File: config.mk
export PLATFORM = sky130hd
export DESIGN_NAME = cond_unit
export DESIGN_NICKNAME = d
export VERILOG_FILES = /design/src/rtl/cond_unit.sv
export SDC_FILE = /design/constraint.sdc
export NUM_CORES = 1
export LEC_CHECK = 0
export ABC_AREA = 1
export BUFFER_PORTS_ARGS = -buffer_cell sky130_fd_sc_hd__buf_4
export CAP_MARGIN = 0
export CORE_ASPECT_RATIO = 0.9
export CORE_MARGIN = 1.5
export CORE_UTILIZATION = 41
export CTS_CLUSTER_DIAMETER = 100
export DETAILED_ROUTE_END_ITERATION = 10
export PLACE_DENSITY_LB_ADDON = 0.25
export SETUP_SLACK_MARGIN = 0.2
export SLEW_MARGIN = 20
export SYNTH_ARGS = -nofsm -noshare
export SYNTH_HDL_FRONTEND = slang
export SYNTH_SLANG_ARGS = --single-unit
File: constraint.sdc
create_clock -name clk -period 1.19 [get_ports clk]
set_input_delay 0.238 -clock clk [delete_from_list [all_inputs] [get_ports clk]]
set_output_delay 0.238 -clock clk [all_outputs]
set_load 0.02 [all_outputs]
File: src/rtl/cond_unit.sv
// Condition evaluation and NZCV flag register stage, one registered cycle with stall.
// Optional event counters exec_count/skip_count are enabled by defining COND_STATS_EN.
module cond_unit #(
  parameter logic [3:0] FLAG_RESET = 4'b0000
) (
  input  logic        clk,
  input  logic        reset,
  input  logic        valid_in,
  input  logic        stall,
  input  logic [3:0]  cond,
  input  logic [3:0]  alu_flags,
  input  logic [1:0]  flag_w,
  input  logic        pcs,
  input  logic        reg_w,
  input  logic        mem_w,
  input  logic        no_write,
  output logic        valid_out,
  output logic        cond_ex,
  output logic        pc_src,
  output logic        reg_write,
  output logic        mem_write,
`ifdef COND_STATS_EN
  output logic [15:0] exec_count,
  output logic [15:0] skip_count,
`endif
  output logic [3:0]  flags
);

  logic n, z, c, v;
  logic ce;
  logic accept;

  assign {n, z, c, v} = flags;
  assign accept       = valid_in & ~stall;

  always_comb begin
    ce = 1'b0;
    unique case (cond)
      4'b0000: ce = z;
      4'b0001: ce = ~z;
      4'b0010: ce = c;
      4'b0011: ce = ~c;
      4'b0100: ce = n;
      4'b0101: ce = ~n;
      4'b0110: ce = v;
      4'b0111: ce = ~v;
      4'b1000: ce = c & ~z;
      4'b1001: ce = ~c | z;
      4'b1010: ce = (n == v);
      4'b1011: ce = (n != v);
      4'b1100: ce = ~z & (n == v);
      4'b1101: ce = z | (n != v);
      default: ce = 1'b1;
    endcase
  end

  always_ff @(posedge clk) begin
    if (reset) begin
      valid_out <= 1'b0;
      cond_ex   <= 1'b0;
      pc_src    <= 1'b0;
      reg_write <= 1'b0;
      mem_write <= 1'b0;
      flags     <= FLAG_RESET;
    end else if (!stall) begin
      valid_out <= valid_in;
      cond_ex   <= valid_in & ce;
      pc_src    <= valid_in & ce & pcs;
      reg_write <= valid_in & ce & reg_w & ~no_write;
      mem_write <= valid_in & ce & mem_w;
      if (valid_in && ce) begin
        if (flag_w[1]) flags[3:2] <= alu_flags[3:2];
        if (flag_w[0]) flags[1:0] <= alu_flags[1:0];
      end
    end
  end

`ifdef COND_STATS_EN
  always_ff @(posedge clk) begin
    if (reset) begin
      exec_count <= 16'h0000;
      skip_count <= 16'h0000;
    end else if (accept) begin
      if (ce) exec_count <= exec_count + 16'h0001;
      else    skip_count <= skip_count + 16'h0001;
    end
  end
`endif

endmodule

# After elaboration in Yosys (flattened, before gate mapping)
# Index checks and enable logic that the tools add are counted.
# totals
register_bits	9
latchBits	0
ramBits	0
mem_bits_ro	0
inputBits	18
wordCells	42
memories	0
# op_classes
addsub	0
mul	0
n_div	0
n_lt_le_gt_ge	0
n_eq_ne	15
shift	0
n_mux	1
bitwise	15
n_reduce_logical	4
# op_table
op	count
4-bit == test, second input constant	6
4-bit by 3-bit == test with 1-bit output, second input constant	4
1-bit one-hot mux with 14 select lines	1
4-bit by 2-bit == test with 1-bit output, second input constant	2
1-bit bitwise AND	7
1-bit NOT	6
3-bit AND reduction	2
4-bit by 1-bit == test with 1-bit output, second input constant	1
4-bit zero test	1
1-bit bitwise OR	2
1-bit == test	1
1-bit logical AND	1
1-bit != test	1

# Logic depth before layout (Yosys ltp)
# Gate-level depths: netlist of the first run.
# logic_depth
ltp_word	6
mapped_depth	13
ltp_nobuf	12

# Worst setup path before layout of the first run
# No wires, ideal clock.
# synth_timing
path_kind	flip-flop to flip-flop
startpoint	reg flags[3]
endpoint	reg flags[3]
setup_ns	0.110
arrival_ns	1.304
t_required_ns	1.080
slack_ns	-0.223
stages_incl_launch_ff	12
synth_period_minus_slack_ns	1.413
path_cell_list	dfxtp_1 > inv_1 > nand2_2 > nand3_2 > nand2_1 > nand2_1 > nor2_2 > nand2_4 > nand3_2 > nand2_1 > inv_1 > nor2_2
# synth_via
elab_chain_cells	5
# synth_rtl
element	line_no	text
start: declaration	26	output logic [3:0] flags
start signal: assignment	72	if (flag_w[1]) flags[3:2] <= alu_flags[3:2];
1-bit != test or 1-bit == test (tied branches)	n/a	
1-bit bitwise OR or 1-bit bitwise AND (tied branches)	52, 51	
1-bit one-hot mux with 14 select lines (*)	38	unique case (cond)
1-bit logical AND (*)	71	if (valid_in && ce) begin
3-bit AND reduction (no line) (*)	n/a	
# Mark *: on every way between the ends. The rest lies on a longest branch, timed or not.
# A chain may end at the register's enable or synchronous reset.

# Worst setup path after layout of the first run
# layout_timing
startpoint	reg flags[3]
endpoint	reg flags[1]
# The elaborated chain is that of the path after synthesis.

==> results of run 1 <==
state kept, by name (all words and copies together), names as in the netlist:
signal and count:
flags 4, cond_ex 1, mem_write 1, pc_src 1, reg_write 1, valid_out 1
layout make-up:
type	instances	area [um2]	area share
Tap cell	15	18.8	0.0174
Multi-Input combinational cell	78	460	0.426
Sequential cell	9	200	0.185
Clock buffer	4	26.3	0.0243
Timing Repair Buffer	36	293	0.271
Inverter	20	82.6	0.0764
what timing repair did:
item / in CTS / in global routing
gates resized for setup: 9 / 23
gates cloned: 1 / 0
pin swaps: 9 / 4
endpoints found under the setup margin: 12 / 16
hold endpoints to repair: 0 / 0
buffers inserted: 2 / 2
worst max path at each step:
stage	start	end	slack, ns
after CTS	flags[0]	flags[0]	-0.1
after detailed placement	cond[1]	flags[0]	-0.15
after floorplan	flags[0]	flags[0]	-0.02
after global routing	flags[3]	flags[1]	-0.18
final	flags[3]	flags[1]	-0.08
after global placement	cond[1]	flags[0]	-0.15
layer usage:
metal | routed length, um | global-route usage | vias to the layer above
li1 | - | - | 418
met1 | 689 | 0.222 | 355
met2 | 911 | 0.413 | 25
met3 | 77 | 0.0132 | 2
met4 | 19 | 0.0662 | 0
met5 | 0 | 0 | -
placed cells by master (no fill, tap or decap):
cell type	count
buf_4	30
nand2_1	24
inv_1	12
nand2_2	11
nor2_1	8
nand3_1	8
a21oi_1	6
buf_6	6
nor2_2	5
inv_2	4
nand3_2	4
nand4_1	4
dfxtp_4	4
dfxtp_2	4
inv_4	3
clkbuf_4	3
nand2_4	2
nand3_4	2
nor2_4	2
clkinv_1	1
a21oi_2	1
a21oi_4	1
clkbuf_1	1
dfxtp_1	1
stage by stage:
| step | TNS (ns) | setup WS (ns) | hold slack (ns) |
|---|---|---|---|
| 5_1_grt | -1.14 | -0.184 | 0.169 |
| 3_5_place_dp | -0.733 | -0.147 | 0.449 |
| 4_1_cts | -0.503 | -0.0964 | 0.173 |
| 6_report | -0.433 | -0.0840 | 0.172 |
| 3_3_place_gp | -0.853 | -0.154 | 0.444 |
| 2_1_floorplan | -0.0694 | -0.0176 | 0.307 |
worst reg2reg max path: cells and delay by family, from the launching register on:
family | cells | cell delay (ns)
buffers and inverters | 2 | 0.12
DFF | 1 | 0.39
and+or+nand+nor | 9 | 0.65
where the power goes:
group / switching, uW / internal (uW)
clock: 102 / 129
sequential: 15.1 / 311
combinational: 159 / 136
cells by family (layout without fill, tap and decap cells):
group	after synthesis	in the layout	share of synthesized area
buf+inv	22	60	0.141
simple gates	69	70	0.513
compound gates	8	8	0.0677
flops	9	9	0.279
==> qor.yml, run 1 <==
setup_ws_ns: -0.0840
min_period_ns: 1.27
antenna_found_initial: 0
ys_types: 16
grt_pass1_vias: 676
nNetsFinal: 166
drtIter0Drc: 5
ys_warn_count: 0
n_antenna_cell: 0
synth_top_area_frac: 0.279
grt_max_degree: 12
firstDrtPassIters: 4
worstHoldStart: "reset"
required_ns: 1.34
syn_to_final_growth_pct: 67.1
clock-sinks: 9
tritoncts: "done"
start_util: 0.442
status: "finished, violations left"
fillers: 114
final_util: 0.738
cp_max_fo: 5
finalCritPeriodShare: 1.07
cts_buffers: 3
dp.cells: 153
die_area_mm2: 0.00183
grt_pass1_wl_mm: 2.62
core_area_mm2: 0.00146
whs_endpoint: "reg_write"
start_kind: "flop"
synthFlopType: "dfxtp_1"
post_drt_wl_per_cell_um: 10.5
synth-seq-area-share: 0.279
cp_top_family: "simple AND/OR/NAND/NOR gates"
rsz0062_at_grt: "true"
hold_path_depth: 2
p_total_uw: 852
wirelength_mm: 1.70
htreeDepth: 1
vias_per_cell: 4.94
postRouteAntennaNets: 0
cts_buffer_depth: 2
clock_skew_ns: 0.00357
synth_area_per_cell_um2: 5.99
drc_errors: 0
syn_area_um2: 647
synth_top_area_cell: "dfxtp_1"
worstReg2RegEnd: "flags[1]"
crit_slowest_cell: "dfxtp_4"
dpl_cell_area_um2: 907
critPathBufInv: 2
slew_violations: 0
synth_edf_count: 0
die_y_um: 40.7
fin_area_mm2: 0.00108
slew_headroom: 0.896
clkTransAtPathRegs_ns: 0.06
achievable-frequency_mhz: 785
cts_root_buf: "clkbuf_4"
reg2reg_from: "flags[3]"
postSynthCellCount: 108
io_buffers: 26
yosysMostFrequentCell: "nand2_1"
rows: 13
grt_use_total: 0.200
hpwl_mm: 1.26
cp.depth: 11
setup_viol: 8
hold_viol_final: 0
gp_congestion: 0.818
layout-drive-gt1-share: 0.558
leakage_uw: 0.000532
clkLatencyLatePin_ns: 0.26
instances_no_fill: 162
arrival_ns: 1.43
overflow: 0
cp-end-kind: "flop"
die_x_um: 44.9
synth_common_cells: "nand2_1, inv_1, nand3_1"
synth_area_leaders: "dfxtp_1, nand2_1, inv_1"
worst_pin_slew_ns: 0.155
io_pins: 27
ys_async_sr_fraction: 0
crit_type: "flop to flop"
postCtsHoldBufs: 0
hp-class: "input pin to flop"
ys_ff_latch: 9
slowest_delay_ns: 0.39
r2r_cells: 11
synth_fp_nets: 126
drv_cap: 0
ir_drop_mv: 0.672
vias: 800
r2r_setup_slack_ns: -0.08
violations: "setup timing"
p_per_area_mw_per_mm2: 788
cp_cell_sequence: "inv_4, nand2_2, nand3_2, nand3_2, nand2_2, nor2_4, nand2_4, nand3_4, nand2_1, inv_1, nor2_2"
No activity file was read; power rests on OpenSTA's default activity.
==> run 2, diff against run 1 <==
==> constraint.sdc (replaced) <==
create_clock -name clk -period 1.12 [get_ports clk]
set_input_delay 0.224 -clock clk [delete_from_list [all_inputs] [get_ports clk]]
set_output_delay 0.224 -clock clk [all_outputs]
set_load 0.02 [all_outputs]
==> qor.yml, run 2 (synthesis gave the netlist of run 1 again) <==
hold_path_depth: 2
fillers: 116
layout_common_cells: "nand2_1, buf_4, inv_1"
largest_register_ffs: 4
finalCritPeriodShare: 1.16
cp_max_fo: 5
slew_headroom: 0.886
arrival_ns: 1.50
finalSetupTns_ns: -1.11
postRouteAntennaNets: 0
hold_slack_ns: 0.167
vias: 816
clkLatencyLatePin_ns: 0.27
cts_buffers: 3
clkTransAtPathRegs_ns: 0.06
grt_pass1_wl_mm: 3.17
drc_errors: 0
post_drt_wl_per_cell_um: 12.2
tritoncts: "done"
worst_pin_slew_ns: 0.171
grt_max_degree: 12
rows: 13
achievable-frequency_mhz: 770
cts_root_buf: "clkbuf_4"
final_common_cell: "nand2_1"
leakage_uw: 0.000534
hp-class: "input pin to flop"
setup_ws_ns: -0.178
top_register: "flags"
io_buffers: 26
ir_drop_mv: 0.736
io_pins: 27
rsz0062_at_grt: "true"
firstDrtPassIters: 4
clock-sinks: 9
setup_viol: 8
n_antenna_cell: 0
final_util: 0.730
hold_viol_final: 0
grt_use_total: 0.257
min_period_ns: 1.30
required_ns: 1.32
slew_violations: 0
hpwl_mm: 1.35
cts_buffer_depth: 2
wirelength_mm: 1.98
die_x_um: 44.9
grt_pass1_vias: 784
core_area_mm2: 0.00146
r2r_cells: 10
start_kind: "flop"
syn_to_final_growth_pct: 65.2
drv_cap: 0
clock_skew_ns: 0.00118
layout-drive-gt1-share: 0.551
die_y_um: 40.7
overflow: 0
antenna_found_initial: 0
htreeDepth: 1
vias_per_cell: 5.04
p_per_area_mw_per_mm2: 861
violations: "setup timing"
drtIter0Drc: 9
cp-end-kind: "flop"
start_util: 0.442
crit_type: "flop to flop"
die_area_mm2: 0.00183
gp_congestion: 0.812
nNetsFinal: 166
status: "finished, violations left"
-- run 2: worst paths after layout --
kind | startpoint | to | slack, ns
max | flags[0] | flags[3] | -0.18
min | reset | mem_write | 0.17
min reg2reg | reg_write | reg_write | 0.48
max reg2reg | flags[0] | flags[3] | -0.18
-- run 2: final cells by class --
class                           instances  area [um2]  area share
Inverter                               20        82.6      0.0773
Multi-Input combinational cell         78         432       0.404
Sequential cell                         9         201       0.189
Clock buffer                            4        26.3      0.0246
Tap cell                               15        18.8      0.0176
Timing Repair Buffer                   36         308       0.288
-- run 2: worst max-delay path, cell delays in order (launching register included) --
cell	delay [ns]
dfxtp_4	0.39
inv_4	0.06
nand2_4	0.07
nand3_2	0.07
nand2_1	0.08
nand2_2	0.06
nor2_4	0.14
nand2_4	0.09
nand4_1	0.08
nand2_1	0.08
nor2_2	0.12
-- run 2: through the flow --
stage | cells | cell area (um2) | setup slack [ns] | power [uW]
final | 162 | 1070 | -0.178 | 920
after global routing | 162 | 1070 | -0.314 | 971
after CTS | 160 | 1030 | -0.168 | 906
after detailed placement | 153 | 907 | -0.210 | 608
after global placement | 153 | 907 | -0.207 | 604
after floorplan | 108 | 664 | -0.0876 | 496
-- run 2: layer usage --
metal  GRT usage  vias up  share of wire
met5           0        -              0
met4       0.199        0          0.048
met3      0.0308        9          0.045
met2       0.518       30           0.54
met1       0.243      357           0.37
li1            -      420              -
-- run 2: repair_timing --
item                       in CTS  in global routing
hold buffers                    0                  0
gates cloned                    1                  0
pin swaps                      11                  8
gates resized for setup        23                  9
setup endpoints to repair      17                 17
buffers inserted                2                  2
-- run 2: power by group --
group          switching (uW)  internal, uW
Clock                     123           138
Combinational             168           144
Sequential               16.6           330
==> run 3, diff against run 2 <==
--- a/config.mk
+++ b/config.mk
@@ -14,7 +14,6 @@
 export CTS_CLUSTER_DIAMETER = 100
 export DETAILED_ROUTE_END_ITERATION = 10
 export PLACE_DENSITY_LB_ADDON = 0.25
-export SETUP_SLACK_MARGIN = 0.2
 export SLEW_MARGIN = 20
 export SYNTH_ARGS = -nofsm -noshare
 export SYNTH_HDL_FRONTEND = slang
==> qor.yml, run 3 (synthesis gave the netlist of run 1 again) <==
finalCritPeriodShare: 1.13
hold_path_depth: 2
routed.top_layer: "met4"
hold_slack_ns: 0.164
largest_register_ffs: 4
layout-drive-gt1-share: 0.555
cp_top_family: "simple AND/OR/NAND/NOR gates"
firstDrtPassIters: 4
ir_drop_mv: 0.730
clkTransAtPathRegs_ns: 0.06
clock_skew_ns: 0.000923
r2r_cells: 11
cts_buffer_depth: 2
core_area_mm2: 0.00146
grt_pass1_vias: 748
die_y_um: 40.7
crit_slowest_cell: "dfxtp_4"
reg2reg_from: "flags[3]"
worstHoldStart: "reset"
p_per_area_mw_per_mm2: 873
worst_pin_slew_ns: 0.169
n_antenna_cell: 0
wl_met1_um: 691
critPathBufInv: 2
wl_met3_um: 108
achievable-frequency_mhz: 792
clock-sinks: 9
slew_headroom: 0.887
final_common_cell: "buf_4"
cts_root_buf: "clkbuf_4"
postRouteAntennaNets: 0
cts_buffers: 3
rows: 13
grt_max_degree: 12
multiInputGateArea_um2: 459
vias_per_cell: 5.11
leakage_uw: 0.000518
drv_cap: 0
antenna_found_initial: 0
hpwl_mm: 1.35
wirelength_mm: 1.87
io_buffers: 26
top_register: "flags"
slew_violations: 0
dp.cells: 153
post_drt_wl_per_cell_um: 11.6
io_pins: 27
p_total_uw: 912
htreeDepth: 1
crit_path_frequent_cell: "nand3_2"
cp-end-kind: "flop"
fillers: 124
status: "finished, violations left"
grt_use_total: 0.240
crit_type: "flop to flop"
seqCellArea_um2: 195
start_kind: "flop"
p_clk_frac: 0.284
switching_share: 0.337
worstReg2RegEnd: "flags[0]"
layout_common_cells: "buf_4, nand2_1, nand2_2"
postCtsHoldBufs: 0
setup_ws_ns: -0.142
whs_endpoint: "reg_write"
r2r_setup_slack_ns: -0.14
power_frac_comb: 0.339
hp-class: "input pin to flop"
seqPwrFrac: 0.377
arrival_ns: 1.43
clkLatencyLatePin_ns: 0.27
start_util: 0.442
slowest_delay_ns: 0.39
grt_pass1_wl_mm: 2.98
drc_errors: 0
cp_max_fo: 5
power.internal_uw: 605
hold_viol_final: 0
cp_cell_sequence: "inv_4, nand2_1, nand3_2, nand3_2, nand2_2, nor2_4, nand2_4, nand3_2, nand2_1, inv_1, nor2_2"
required_ns: 1.29
die_x_um: 44.9
vias: 823
nNetsFinal: 165
syn_to_final_growth_pct: 61.5
tritoncts: "done"
overflow: 0
min_period_ns: 1.26
instances_no_fill: 161
rsz0062_at_grt: "true"
p_switching_uw: 307
setup_viol: 8
drtIter0Drc: 8
dr_wl_met2_um: 976
die_area_mm2: 0.00183
violations: "setup timing"
gp_congestion: 0.812
-- run 3: through the flow --
step                      utilization  instance area, um2  setup WS (ns)  TNS [ns]
after detailed placement        0.620                 907         -0.210     -1.32
after floorplan                     -                 664        -0.0876    -0.408
after CTS                       0.681                 997         -0.168    -0.987
after global routing            0.714                1040         -0.274     -1.81
final                           0.714                1040         -0.142    -0.883
after global placement          0.620                 907         -0.207     -1.27
-- run 3: repair_timing --
item | CTS | global route
gates cloned | 1 | 0
setup buffers | 2 | 1
pin swaps | 11 | 2
endpoints found under the setup margin | 8 | 8
resized for setup | 11 | 14
-- run 3: layer usage --
| metal | vias up | GRT usage |
|---|---|---|
| li1 | 418 | - |
| met2 | 36 | 0.457 |
| met1 | 360 | 0.241 |
| met3 | 9 | 0.0308 |
| met4 | 0 | 0.199 |
| met5 | - | 0 |
-- run 3: cell type report --
class	count	share of cell area
flip-flops and latches	9	0.187
multi-input cells	78	0.440
inverters	20	0.0790
repair buffers	35	0.251
well taps	15	0.0180
clock buffers	4	0.0251
-- run 3: worst max path at each step --
stage	startpoint	endpoint	slack, ns	cells past startpoint
finish	flags[3]	flags[0]	-0.14	11
global placement	cond[1]	flags[0]	-0.21	13
floorplan	flags[0]	flags[0]	-0.09	11
detailed placement	cond[1]	flags[0]	-0.21	13
CTS	flags[3]	flags[3]	-0.17	11
global route	flags[1]	flags[0]	-0.27	12
-- run 3: power groups by stage --
stage | clock network (uW) | logic [uW] | registers, uW
4_1_cts | 265 | 289 | 342
2_1_floorplan | 0 | 132 | 363
5_1_grt | 281 | 338 | 346
3_5_place_dp | 0 | 260 | 348
3_3_place_gp | 0 | 256 | 348
6_report | 259 | 309 | 344
-- run 3: worst register-to-register path, cell delays in order, from the launching register on --
cell,delay (ns)
dfxtp_4,0.39
inv_4,0.06
nand2_1,0.07
nand3_2,0.07
nand3_2,0.07
nand2_2,0.06
nor2_4,0.13
nand2_4,0.09
nand3_2,0.09
nand2_1,0.06
inv_1,0.06
nor2_2,0.03
